--- config.mk ---
export PLATFORM = sky130hd
export DESIGN_NAME = fifo_sync_param
export DESIGN_NICKNAME = d
export VERILOG_FILES = /design/src/rtl/fifo_pkg.sv /design/src/rtl/fifo_mem_2p.sv /design/src/rtl/fifo_sync_param.sv
export SDC_FILE = /design/constraint.sdc
export NUM_CORES = 1
export LEC_CHECK = 0
export BUFFER_PORTS_ARGS = -buffer_cell sky130_fd_sc_hd__buf_2
export CAP_MARGIN = 20
export CORE_MARGIN = 1.5
export CORE_UTILIZATION = 30
export CTS_CLUSTER_DIAMETER = 50
export DETAILED_ROUTE_END_ITERATION = 8
export SYNTH_ARGS = -nofsm -noshare
export SYNTH_HDL_FRONTEND = slang
export SYNTH_SLANG_ARGS = --single-unit
--- constraint.sdc ---
create_clock -name clk -period 5.5 [get_ports clk]
set_clock_uncertainty 0.05 [all_clocks]
set_input_delay 0 -clock clk [delete_from_list [all_inputs] [get_ports clk]]
set_output_delay 0 -clock clk [all_outputs]
set_load 0.05 [all_outputs]
--- src/rtl/fifo_pkg.sv ---
// fifo_pkg: shared helpers and default threshold margins for the parametrised FIFO
package fifo_pkg;
  localparam int AF_MARGIN = 2;
  localparam int AE_MARGIN = 2;
  function automatic int clog2(input int v);
    int r;
    r = 0;
    while ((1 << r) < v) r++;
    return r;
  endfunction
endpackage

--- src/rtl/fifo_mem_2p.sv ---
// fifo_mem_2p: DEPTH x DATA_W register array, synchronous write, asynchronous read
module fifo_mem_2p
  import fifo_pkg::*;
#(
  parameter int DATA_W = 8,
  parameter int DEPTH  = 16,
  parameter int AW     = clog2(DEPTH)
) (
  input  logic              clk,
  input  logic              i_we,
  input  logic [AW-1:0]     i_waddr,
  input  logic [DATA_W-1:0] i_wdata,
  input  logic [AW-1:0]     i_raddr,
  output logic [DATA_W-1:0] o_rdata
);
  logic [DATA_W-1:0] r_mem [DEPTH];
  // storage is written on accepted writes only and is never reset
  always_ff @(posedge clk)
    if (i_we) r_mem[i_waddr] <= i_wdata;
  assign o_rdata = r_mem[i_raddr];
endmodule

--- src/rtl/fifo_sync_param.sv ---
// fifo_sync_param: single-clock FIFO with level flags, fill count, error pulses and optional FWFT
module fifo_sync_param
  import fifo_pkg::*;
#(
  parameter int DATA_W   = 8,
  parameter int DEPTH    = 16,
  parameter int AW       = clog2(DEPTH),
  parameter int AF_LEVEL = DEPTH - AF_MARGIN,
  parameter int AE_LEVEL = AE_MARGIN,
  parameter int FWFT     = 0
) (
  input  logic              clk,
  input  logic              reset_n,
  input  logic              wr_en,
  input  logic [DATA_W-1:0] din,
  input  logic              rd_en,
  output logic [DATA_W-1:0] dout,
  output logic              full,
  output logic              empty,
  output logic              almost_full,
  output logic              almost_empty,
  output logic [AW:0]       count,
  output logic              overflow,
  output logic              underflow
);
  localparam logic [AW:0] L_DEPTH = (AW+1)'(DEPTH);
  localparam logic [AW:0] L_AF    = (AW+1)'(AF_LEVEL);
  localparam logic [AW:0] L_AE    = (AW+1)'(AE_LEVEL);

  if (DEPTH < 2 || (DEPTH & (DEPTH - 1)) != 0) begin : g_chk_depth
    $error("fifo_sync_param: DEPTH must be a power of two >= 2");
  end
  if (AW != clog2(DEPTH)) begin : g_chk_aw
    $error("fifo_sync_param: AW is derived from DEPTH and must not be overridden");
  end
  if (!(AE_LEVEL < AF_LEVEL && AF_LEVEL <= DEPTH)) begin : g_chk_lvl
    $error("fifo_sync_param: need AE_LEVEL < AF_LEVEL <= DEPTH");
  end

  logic [AW:0]       r_wr_ptr, r_rd_ptr, r_count;
  logic [DATA_W-1:0] r_dout, w_rdata;
  logic              r_ovf, r_udf, w_wr_acc, w_rd_acc, w_unused_msb;

  assign full         = r_count == L_DEPTH;
  assign empty        = r_count == '0;
  assign almost_full  = r_count >= L_AF;
  assign almost_empty = r_count <= L_AE;
  assign count        = r_count;
  assign overflow     = r_ovf;
  assign underflow    = r_udf;
  assign w_rd_acc     = rd_en & ~empty;
  assign w_wr_acc     = wr_en & (~full | w_rd_acc);
  assign dout         = (FWFT != 0) ? (empty ? '0 : w_rdata) : r_dout;
  assign w_unused_msb = r_wr_ptr[AW] ^ r_rd_ptr[AW];

  fifo_mem_2p #(.DATA_W(DATA_W), .DEPTH(DEPTH), .AW(AW)) u_mem (
    .clk     (clk),
    .i_we    (w_wr_acc),
    .i_waddr (r_wr_ptr[AW-1:0]),
    .i_wdata (din),
    .i_raddr (r_rd_ptr[AW-1:0]),
    .o_rdata (w_rdata)
  );

  // advance pointers and count on accepted transfers, flag rejected requests, register read data
  always_ff @(posedge clk or negedge reset_n)
    if (!reset_n) begin
      r_wr_ptr <= '0;
      r_rd_ptr <= '0;
      r_count  <= '0;
      r_ovf    <= 1'b0;
      r_udf    <= 1'b0;
      r_dout   <= '0;
    end else begin
      r_wr_ptr <= r_wr_ptr + (AW+1)'(w_wr_acc);
      r_rd_ptr <= r_rd_ptr + (AW+1)'(w_rd_acc);
      r_count  <= r_count + (AW+1)'(w_wr_acc) - (AW+1)'(w_rd_acc);
      r_ovf    <= wr_en & ~w_wr_acc;
      r_udf    <= rd_en & ~w_rd_acc;
      if (w_rd_acc) r_dout <= w_rdata;
    end
endmodule

Yosys cells after proc, flatten, opt, wreduce, memory -nomap -nowiden
Memory sizes are Yosys's and may differ from the RTL's. A register that Yosys moved wholly into a read port is not among the register bits.
Index checks and enable logic that the tools add are counted.
Storage, ports and cells
  flip-flop bits (word level): 17
  bits in writable memories: 128
  input port bits: 12
  output and inout bits: 19
  logic and storage cells: 26
  memories kept: 1
Memories
  u_mem.r_mem: words 16, bits a word 8, rd ports 1, clocked after Yosys merged registers in 1, wr ports 1, line fifo_mem_2p.sv:16  | logic [DATA_W-1:0] r_mem [DEPTH];
Operators by class
  $add $sub $neg: 4
  order comparisons: 2
  equality and inequality tests: 1
  muxes and demuxes: 2
  bitwise gates (word level): 9
  reduce and logical (&&, ||, !) cells: 2
Operator list (number)
  $add 5x1->5: 3
  $eq 5x5->1 const B: 1
  $ge 5x4->1 const B: 1
  $le 5x2->1 const B: 1
  $logic_not 5->1: 1
  $sub 5x1->5: 1
  $and 1x1->1: 4
  $not 1->1: 4
  $mux 1: 2
  $logic_not 1->1: 1
  $or 1x1->1: 1

Logic depth before layout (Yosys ltp)
Gate-level depths: netlist (run 1).
  word-level depth: 7
  depth in mapped cells: 13
  mapped depth without buffers: 12

Modules after synthesis
A second synthesis (run 1) with hierarchy kept.
Second synthesis, totals
  cell total of the unflattened synthesis: 305
  area, all modules: 6135.9 um^2
Modules (own cells, without submodules)
  fifo_mem_2p: instances 1, cells each 221, area each 4987.3 um^2, sequential area each 3843.7 um^2
  fifo_sync_param: instances 1, cells each 84, area each 1148.6 um^2, sequential area each 575.6 um^2

Least setup slack after synthesis (run 1)
Ideal clock, no wire load.
  path kind: reg2reg
  start point: reg r_count[2] (netlist: count[2])
  end point: reg r_count[4] (netlist: count[4])
  setup time: 123 ps
  arrival: 3063 ps
  required time: 5327 ps
  slack: 2264 ps
  cell stages (with the launch flop): 14
  buffers on the path: 1
  period minus slack after synthesis: 3236 ps
  cell sequence: dfrtp_1 inv_1 ha_1 nor4b_4 nand2b_1 buf_4 inv_4 nand2b_1 o21ai_0 ha_1 fa_1 a21oi_1 o21bai_1 xnor2_1
On the way
  longest elaborated chain between the ends: 7
  elaborated cells between the ends (all ways): 9
  those cells by class: add/sub: 2; eq/ne: 1; bitwise: 5; reduce/logical: 1
RTL lines
  start: declaration: line fifo_sync_param.sv:40  | logic [AW:0] r_wr_ptr, r_rd_ptr, r_count;
  start signal: assignment: line fifo_sync_param.sv:77  | r_count <= r_count + (AW+1)'(w_wr_acc) - (AW+1)'(w_rd_acc);
  $logic_not 5->1 *: line fifo_sync_param.sv:45  | assign empty = r_count == '0;
  net empty: line fifo_sync_param.sv:19  | output logic empty,
  $not 1->1 *: line fifo_sync_param.sv:51  | assign w_rd_acc = rd_en & ~empty;
  $and 1x1->1 *: line fifo_sync_param.sv:51
  $or 1x1->1: line fifo_sync_param.sv:52  | assign w_wr_acc = wr_en & (~full | w_rd_acc);
  $and 1x1->1: line fifo_sync_param.sv:52
  $add 5x1->5: line fifo_sync_param.sv:77
  $sub 5x1->5 *: line fifo_sync_param.sv:77
The timed path passes the listed nets; every way through them passes the cells marked *.

Worst setup path in the final report (run 1)
  start point: reg r_count[2] (netlist: count[2])
  end point: reg r_count[4] (netlist: count[4])
On the way
  longest elaborated chain between the ends: 7
  elaborated cells between the ends (all ways): 9
  those cells by class: add/sub: 2; eq/ne: 1; bitwise: 5; reduce/logical: 1
RTL lines (line)
  $logic_not 5->1: fifo_sync_param.sv:45
  $not 1->1: fifo_sync_param.sv:51
  $and 1x1->1: fifo_sync_param.sv:51
  $or 1x1->1: fifo_sync_param.sv:52
  $and 1x1->1: fifo_sync_param.sv:52
  $add 5x1->5: fifo_sync_param.sv:77
  $sub 5x1->5 *: fifo_sync_param.sv:77
Every way passes the cells marked *; elsewhere a longest branch is shown, timed or not.

==> flow_summary.json, run 1 <==
{
  "core_sq_um": 19720,
  "power.static_leakage_nw": 2.511,
  "post_drt_wl_per_cell_microns": 18.38,
  "setup_violations": 0,
  "min_to": "count[1]$_DFF_PN0_",
  "cp_max_fo": 9,
  "rsz0062_at_grt": "false",
  "worstHoldPathCells": 3,
  "grt_max_degree": 35,
  "numCtsBuffers": 17,
  "period_share": 0.5299,
  "r2r_slack_ns": 2.59,
  "cts_buffer_depth": 2,
  "die_w_microns": 145.6,
  "drc_errors": 0,
  "min_from": "wr_en",
  "avgSynthCellArea_sq_um": 20.06,
  "dr.first_iter.drc_count": 191,
  "hold_viol": 0,
  "crit_family": "adder cells",
  "diodes": 0,
  "cp-end-kind": "register",
  "gp_congestion": 0.7588,
  "powerDensity_nw_per_um2": 533.0,
  "clkTransAtPathRegs_ns": 0.06,
  "synth_cells": 304,
  "cts_tree": "yes",
  "fmax_ghz": 0.3431,
  "slew_headroom": 0.3715,
  "dp.final_hpwl_mm": 7.343,
  "ys_ff_latch": 151,
  "max_cap_violations": 0,
  "r2r_start": "count[2]$_DFF_PN0_",
  "initial_core_util": 0.3093,
  "r2r-end": "count[4]$_DFF_PN0_",
  "synthDistinctLibCells": 36,
  "p_switching_w": 0.001286,
  "die_area_sq_um": 21190,
  "worst_pin_slew_ns": 0.9393,
  "ant_nets": 0,
  "crit_required_ns": 5.74,
  "syn-num-nets": 331,
  "status": "complete, no violations",
  "synth_commonest_cells": "edfxtp_1, mux4_2, dfrtp_1",
  "syn2layout_area_growth_pct": 17.15,
  "start_kind": "register",
  "rows": 51,
  "setup_tns_ns": 0,
  "synthArstFlopShare": 0.1523,
  "antenna_found_initial": 0,
  "rr_worst_depth": 12,
  "drtPass1Iterations": 4,
  "peakVddDrop_mv": 0.2452,
  "io_buffer_count": 30,
  "grt_pass1_vias": 3138,
  "wl_mm": 11.67,
  "synthFlopType": "edfxtp_1",
  "synth.most_common_cell": "edfxtp_1",
  "drv_slew": 0,
  "pwr-share-seq": 0.404,
  "p_comb_frac": 0.318,
  "drive_above_1_share": 0.2568,
  "dr_total_vias": 2920,
  "synth_edf_count": 128,
  "pwr-share-clk": 0.278,
  "grt_usage": 0.1187,
  "syn_area_sq_um": 6098,
  "post_cts_resized": 0,
  "whs_ns": 0.01525,
  "cp.arrival_ns": 3.15,
  "yosysSeqAreaShare": 0.7247,
  "critPathSlowestCell": "nand2b_1",
  "swShare": 0.3378,
  "period_needed_ns": 2.914,
  "grt_pass1_wl_mm": 18.43,
  "clk_latency_ns": 0.42,
  "ys_warn_count": 0,
  "synth_area_leaders": "edfxtp_1, mux4_2, dfrtp_1",
  "cts_sinks": 151,
  "timing.critical_path.buf_inv": 2,
  "yosysTopAreaCell": "edfxtp_1",
  "cpPeakStageDelay_ns": 0.44,
  "vias_per_cell": 4.598,
  "nNetsFinal": 384,
  "grt_overflow": 0,
  "crit_chain": "inv_1 > ha_1 > nor4b_4 > nand2b_1 > inv_4 > nand2b_1 > o21ai_0 > ha_1 > fa_1 > a21oi_1 > o21bai_1 > xnor2_1",
  "crit_type": "reg2reg",
  "die_h_microns": 145.6,
  "cts-root-buf": "clkbuf_16",
  "io_pins": 31,
  "nFillCells": 1814,
  "synth_top_cell_area_share": 0.6303,
  "h-tree-depth": 4,
  "min-delay-path-class": "in2reg",
  "internal-power_w": 0.002521
}
## sequential cells by signal, indices dropped and copies added (netlist names)
| name | flops |
|---|---|
| overflow | 1 |
| count | 5 |
| underflow | 1 |
| u_mem.r_mem | 128 |
| r_wr_ptr | 4 |
| dout | 8 |
| r_rd_ptr | 4 |
## worst reg2reg max path, stage by stage (launching register included)
cell      delay [ns]
dfrtp_1         0.43
inv_1           0.13
ha_1            0.18
nor4b_4         0.22
nand2b_1        0.44
inv_4           0.08
nand2b_1        0.15
o21ai_0         0.11
ha_1            0.22
fa_1            0.42
a21oi_1         0.16
o21bai_1        0.09
xnor2_1         0.13
## final cells by class
class	count	area (sq um)	area share
flip-flops and latches	151	4419	0.6186
clock inverters	13	105.1	0.01471
multi-input cells	131	1510	0.2114
well taps	265	331.6	0.04641
clock buffers	19	432.9	0.06060
repair buffers	48	312.8	0.04378
inverters	8	32.53	0.004553
## power groups by stage
stage,combinational [W],clock [W],sequential (W)
3_5_place_dp,0.00123,0,0.00156
4_1_cts,0.00124,0.00108,0.00154
2_1_floorplan,0.000833,0,0.00169
6_report,0.00121,0.00106,0.00154
5_1_grt,0.00132,0.00113,0.00156
3_3_place_gp,0.00121,0,0.00155
## logic make-up after synthesis
family                     count (synthesis)  share of synthesized area
AOI/OAI and AO/OA                         16                    0.01888
xor gates and xnor gates                   7                    0.01005
adders and majority gates                 15                    0.03201
buffers and inverters                     22                    0.02770
DFF                                      151                     0.7247
muxes                                     48                     0.1475
and+or+nand+nor                           45                    0.03919
## repair_timing
| item | in CTS | in global routing |
|---|---|---|
| hold endpoints to repair | 153 | 0 |
| hold buffers | 11 | 0 |
| buffers inserted | 0 | 0 |
## metal layers
layer  up-vias  GRT usage  wire [microns]
met2        69     0.1921            5774
met3        14    0.03668             664
met1      1518     0.1516            5054
met5         -          0               0
met4         0    0.03980             176
li1       1319          -               -
## how the worst max path moves through the flow
stage | start | cells after the start | endpoint | slack [ns]
floorplan | count[2]$_DFF_PN0_ | 13 | count[4]$_DFF_PN0_ | 2.26
CTS | count[2]$_DFF_PN0_ | 12 | count[4]$_DFF_PN0_ | 2.58
detailed placement | count[2]$_DFF_PN0_ | 12 | count[4]$_DFF_PN0_ | 2.61
finish | count[2]$_DFF_PN0_ | 12 | count[4]$_DFF_PN0_ | 2.59
global route | count[2]$_DFF_PN0_ | 12 | count[4]$_DFF_PN0_ | 2.32
global placement | count[2]$_DFF_PN0_ | 12 | count[4]$_DFF_PN0_ | 2.73
## metrics by stage
step / util / cell area [sq um] / worst slack [ns] / cells / total power, W
2_1_floorplan: - / 6098 / 2.264 / 304 / 0.002523
3_3_place_gp: 0.3295 / 6496 / 2.729 / 592 / 0.002761
3_5_place_dp: 0.3295 / 6496 / 2.607 / 592 / 0.002792
4_1_cts: 0.3623 / 7144 / 2.582 / 635 / 0.003858
5_1_grt: 0.3623 / 7144 / 2.324 / 635 / 0.004001
6_report: 0.3623 / 7144 / 2.586 / 635 / 0.003808
## cell usage in the layout (no fill, tap or decap), drive strengths merged, types with 11 or more instances in the layout
master       count
nand2           11
edfxtp         128
nor2            14
buf             37
ha              14
mux4            32
dfrtp           23
mux2i           16
dlygate4sd3     11
clkbuf          19
Power figures use the tool's default switching activity.
==> run 2, diff against run 1 <==
--- a/config.mk
+++ b/config.mk
@@ -5,6 +5,7 @@
 export SDC_FILE = /design/constraint.sdc
 export NUM_CORES = 1
 export LEC_CHECK = 0
+export ABC_AREA = 1
 export BUFFER_PORTS_ARGS = -buffer_cell sky130_fd_sc_hd__buf_2
 export CAP_MARGIN = 20
 export CORE_MARGIN = 1.5
==> constraint.sdc (replaced) <==
create_clock -name clk -period 2.7 [get_ports clk]
set_clock_uncertainty 0.05 [all_clocks]
set_input_delay 0 -clock clk [delete_from_list [all_inputs] [get_ports clk]]
set_output_delay 0 -clock clk [all_outputs]
set_load 0.05 [all_outputs]
==> flow_summary.json, run 2 <==
{
  "internal-power_w": 0.005363,
  "die_h_microns": 152.3,
  "vias_per_cell": 4.354,
  "dpl_worst_slack_ns": 0.1991,
  "cp-end-kind": "register",
  "status": "complete, no violations",
  "syn-num-nets": 676,
  "start_kind": "register",
  "ys_warn_count": 0,
  "dr.first_iter.drc_count": 381,
  "synthArstFlopShare": 0.1523,
  "synth_commonest_cells": "nand2_1, edfxtp_1, inv_1",
  "grt_pass1_wl_mm": 23.83,
  "io_pins": 31,
  "grt_usage": 0.1355,
  "grt_pass1_vias": 4362,
  "initial_core_util": 0.3062,
  "startpoint": "count[2]$_DFF_PN0_",
  "p_comb_frac": 0.370,
  "wl_mm": 14.94,
  "h-tree-depth": 4,
  "drtPass1Iterations": 5,
  "grt_overflow": 0,
  "rr_worst_depth": 13,
  "core_sq_um": 21820,
  "synthDistinctLibCells": 17,
  "antenna_found_initial": 0,
  "swShare": 0.3844,
  "whs_ns": 0.05791,
  "fmax_ghz": 0.4012,
  "dp.final_hpwl_mm": 9.468,
  "synth.most_common_cell": "nand2_1",
  "cp.arrival_ns": 2.79,
  "synth_top_cell_area_share": 0.5752,
  "syn_area_sq_um": 6683,
  "synth_area_leaders": "edfxtp_1, nand2_1, dfrtp_1",
  "die_w_microns": 152.3,
  "ys_ff_latch": 151,
  "setup_violations": 0,
  "regMostFlops": "u_mem.r_mem",
  "peakVddDrop_mv": 0.6014,
  "io_buffer_count": 30,
  "ant_nets": 0,
  "cp_max_fo": 5,
  "gp_congestion": 0.8516,
  "rows": 54,
  "pwr-share-seq": 0.356,
  "drv_slew": 0,
  "hold_viol": 0,
  "period_needed_ns": 2.493,
  "cts_tree": "yes",
  "grt_max_degree": 66,
  "post_drt_wl_per_cell_microns": 14.90,
  "nNetsFinal": 738,
  "power.static_leakage_nw": 3.552,
  "largest_register_ffs": 128,
  "slew_headroom": 0.5012,
  "period_share": 0.9233,
  "place_inst": 959,
  "powerDensity_nw_per_um2": 1096,
  "min-delay-path-class": "in2async",
  "r2r_slack_ns": 0.21,
  "pwr-share-clk": 0.274,
  "r2r_start": "count[2]$_DFF_PN0_",
  "p_switching_w": 0.003349,
  "max_cap_violations": 0,
  "synthFlopType": "edfxtp_1",
  "syn2layout_area_growth_pct": 18.95,
  "drc_errors": 0,
  "numCtsBuffers": 17,
  "worst_pin_slew_ns": 0.7482,
  "clkTransAtPathRegs_ns": 0.05,
  "finalWorstSetupSlack_ns": 0.2072,
  "final_common_cell": "nand2_1",
  "setup_tns_ns": 0,
  "r2r-end": "count[4]$_DFF_PN0_",
  "synth_edf_count": 128,
  "cts_buffer_depth": 2,
  "final_cell_mix": "nand2_1, edfxtp_1, inv_1, nand3_1, buf_2",
  "avgSynthCellArea_sq_um": 10.30,
  "cts_sinks": 151,
  "nFillCells": 2210,
  "endpoint": "count[4]$_DFF_PN0_",
  "drive_above_1_share": 0.1314,
  "crit_required_ns": 2.99,
  "yosysSeqAreaShare": 0.6613,
  "cts-root-buf": "clkbuf_16",
  "fin_util": 0.3642,
  "die_area_sq_um": 23180,
  "synth_cells": 649,
  "fin_cells": 1003,
  "clk_latency_ns": 0.43,
  "dr_total_vias": 4367,
  "yosysTopAreaCell": "edfxtp_1",
  "diodes": 0,
  "crit_type": "reg2reg"
}
-- run 2: cell count changes after synthesis, moves of 13 or more --
| cell | before | now |
|---|---|---|
| nand2_1 | 10 | 204 |
| inv_1 | 7 | 111 |
| nand3_1 | 3 | 105 |
| buf_2 | 3 | 16 |
| mux4_2 | 27 | 0 |
| mux2i_1 | 16 | 0 |
-- run 2: logic make-up (layout without fill, tap and decap cells) --
family / count (synthesis) / in the layout / synth area share
AO/OA/AOI/OAI: 3 / 3 / 0.002246
adder cells (fa/ha/maj): 15 / 15 / 0.02921
AND/OR/NAND/NOR: 334 / 334 / 0.2080
XOR/XNOR: 7 / 7 / 0.009174
flip-flops: 151 / 151 / 0.6613
buffers and inverters: 139 / 213 / 0.09006
-- run 2: power by group through the flow --
stage	Sequential (W)	Clock [W]	Combinational, W
6_report	0.00310	0.00239	0.00322
2_1_floorplan	0.00345	0	0.00203
3_3_place_gp	0.00314	0	0.00319
3_5_place_dp	0.00315	0	0.00322
5_1_grt	0.00314	0.00252	0.00360
4_1_cts	0.00310	0.00242	0.00326
-- run 2: worst max-delay path: stages (launching register included) --
cell,delay [ns]
dfrtp_2,0.44
inv_2,0.08
ha_1,0.18
nand4_1,0.22
nand2_4,0.17
inv_2,0.05
nand2_1,0.12
nand2_1,0.08
ha_1,0.21
fa_2,0.37
a21oi_2,0.15
nor2_1,0.05
nor2_1,0.11
xor2_1,0.15
-- run 2: worst min path at each step --
stage	from	end	slack, ns	cells past startpoint
finish	reset_n	dout[5]$_DFFE_PN0N_	0.06	2
detailed placement	reset_n	count[4]$_DFF_PN0_	-0.04	1
global placement	reset_n	underflow$_DFF_PN0_	-0.03	1
floorplan	reset_n	count[0]$_DFF_PN0_	-0.35	0
CTS	reset_n	r_rd_ptr[3]$_DFF_PN0_	0.05	2
global route	reset_n	dout[1]$_DFFE_PN0N_	0.09	2
-- run 2: cell type report --
class / count / area (sq um) / share of cell area
clock buffers: 19 / 432.9 / 0.05446
clock inverters: 12 / 158.9 / 0.01999
inverters: 115 / 431.7 / 0.05431
multi-input cells: 359 / 1680 / 0.2114
flip-flops and latches: 151 / 4424 / 0.5566
well taps: 280 / 350.3 / 0.04407
repair buffers: 67 / 470.5 / 0.05918
-- run 2: through the flow --
step	total power [W]	cell area [sq um]
after CTS	0.008780	7933
after global routing	0.009259	7949
after detailed placement	0.006374	7221
after floorplan	0.005474	6696
final	0.008712	7949
after global placement	0.006329	7221
-- run 2: repair_timing --
item,4_1_cts,5_1_grt
setup buffers,0,1
gates resized for setup,0,3
setup endpoints to repair,0,1
endpoints found under the hold margin,161,0
hold buffers,12,0
-- run 2: routing by layer --
layer / vias to the layer above / routed length, microns / global-route usage
met2: 92 / 7531 / 0.2252
met5: - / 0 / 0
met1: 2059 / 6581 / 0.1774
met4: 0 / 130 / 0.04115
met3: 13 / 701 / 0.02901
li1: 2203 / - / -
==> run 3, diff against run 2 <==
--- a/config.mk
+++ b/config.mk
@@ -12,6 +12,7 @@
 export CORE_UTILIZATION = 30
 export CTS_CLUSTER_DIAMETER = 50
 export DETAILED_ROUTE_END_ITERATION = 8
+export GPL_TIMING_DRIVEN = 0
 export SYNTH_ARGS = -nofsm -noshare
 export SYNTH_HDL_FRONTEND = slang
 export SYNTH_SLANG_ARGS = --single-unit
==> flow_summary.json, run 3 (same netlist as run 2, synthesis figures left out) <==
{
  "status": "complete, no violations",
  "wl_met1_mm": 7.128,
  "clk_latency_ns": 0.43,
  "peakVddDrop_mv": 0.5444,
  "cts-root-buf": "clkbuf_16",
  "wl_met3_microns": 894,
  "numCtsBuffers": 17,
  "cp.arrival_ns": 2.49,
  "setup_violations": 0,
  "worst_pin_slew_ns": 0.7666,
  "wl_mm": 15.65,
  "dr_total_vias": 4475,
  "diodes": 0,
  "nFillCells": 2153,
  "period_share": 0.9226,
  "vias_per_cell": 4.453,
  "finalPower_w": 0.008838,
  "regMostFlops": "u_mem.r_mem",
  "period_needed_ns": 2.491,
  "dr.first_iter.drc_count": 408,
  "die_w_microns": 152.3,
  "antenna_found_initial": 0,
  "start_kind": "register",
  "setup_tns_ns": 0,
  "final_cell_mix": "nand2_1, edfxtp_1, inv_1, nand3_1, buf_2",
  "fin_util": 0.3638,
  "grt_pass1_wl_mm": 24.41,
  "cts_tree": "yes",
  "dp.final_hpwl_mm": 10.64,
  "core_sq_um": 21820,
  "max_cap_violations": 0,
  "syn2layout_area_growth_pct": 18.80,
  "final_common_cell": "nand2_1",
  "powerDensity_nw_per_um2": 1113,
  "hold_viol": 0,
  "die_h_microns": 152.3,
  "grt_max_degree": 24,
  "cts_buffer_depth": 2,
  "rows": 54,
  "io_buffer_count": 30,
  "gp_congestion": 0.9307,
  "grt_overflow": 0,
  "drtPass1Iterations": 7,
  "clkTransAtPathRegs_ns": 0.06,
  "rr_worst_depth": 9,
  "crit_required_ns": 2.70,
  "h-tree-depth": 4,
  "die_area_sq_um": 23180,
  "nNetsFinal": 739,
  "placedInstanceArea_sq_um": 7197,
  "largest_register_ffs": 128,
  "min-delay-path-class": "in2async",
  "post_drt_wl_per_cell_microns": 15.57,
  "initial_core_util": 0.3062,
  "final-seq-area_sq_um": 4423,
  "io_pins": 31,
  "power.static_leakage_nw": 3.536,
  "multi_input_area_sq_um": 1694,
  "drc_errors": 0,
  "design_area_sq_um": 7939,
  "dr.max_layer_used": "met4",
  "crit_type": "reg2reg",
  "grt_usage": 0.1413,
  "drv_slew": 0,
  "slew_headroom": 0.4870,
  "ant_nets": 0,
  "fmax_ghz": 0.4014,
  "wl_met2_mm": 7.142,
  "cp_max_fo": 8,
  "cp-end-kind": "register",
  "cts_sinks": 151,
  "drive_above_1_share": 0.1393,
  "grt_pass1_vias": 4318
}
## run 3: cell count changes in the layout (fill, tap and decap cells not counted), moves of 2 or more
| cell | delta |
|---|---|
| clkbuf_1 | +2 |
| buf_4 | -22 |
| nor2_1 | -6 |
| nor2_2 | +6 |
| buf_6 | +8 |
| clkinv_1 | -2 |
| buf_2 | +16 |
## run 3: worst paths after layout
path                                startpoint                          end  slack (ns)
min in group clk                         rd_en          underflow$_DFF_PN0_        0.36
hold / removal                         reset_n        r_rd_ptr[1]$_DFF_PN0_        0.05
hold reg to reg            dout[2]$_DFFE_PN0N_          dout[2]$_DFFE_PN0N_        0.42
setup / recovery            count[2]$_DFF_PN0_  u_mem.r_mem[9][0]$_DFFE_PP_        0.21
max in group asynchronous              reset_n           count[3]$_DFF_PN0_        2.16
setup reg to reg            count[2]$_DFF_PN0_  u_mem.r_mem[9][0]$_DFFE_PP_        0.21
## run 3: per-layer routing
layer  vias up  GRT usage
met3        31    0.02958
met2       155     0.2183
met1      2087     0.1908
met4         0    0.06519
li1       2202          -
met5         -          0
## run 3: final cells by class
class                   count  area share
plain buffers              24     0.02143
clock buffers              22     0.05721
clock inverters            10     0.01639
inverters                 115     0.05437
multi-input cells         359      0.2134
flip-flops and latches    151      0.5571
well taps                 280     0.04413
repair buffers             44     0.03593
## run 3: worst max-delay path: stages (launching register included)
cell	delay [ns]
dfrtp_2	0.41
inv_2	0.06
ha_1	0.20
nand3_1	0.12
nor2_4	0.06
nand2_1	0.08
nand2_1	0.05
inv_1	0.18
nand3_1	0.25
nor2_1	0.66
## run 3: stage by stage
stage	cells	setup slack [ns]	hold slack (ns)
finish	1005	0.2090	0.04803
global route	1005	-0.007539	0.1095
CTS	1003	0.008492	0.05633
detailed placement	959	0.02201	-0.03071
global placement	959	0.02769	-0.03239
floorplan	649	0.04404	-0.3456
## run 3: repair_timing
item | CTS | global route
hold buffers | 12 | 0
endpoints found under the setup margin | 0 | 33
hold endpoints to repair | 153 | 0
gates resized for setup | 0 | 8
setup buffers | 0 | 2
## run 3: where the power goes
group,internal [W],switching (W)
logic,0.000994,0.00241
registers,0.00292,0.000163
clock network,0.00147,0.000892
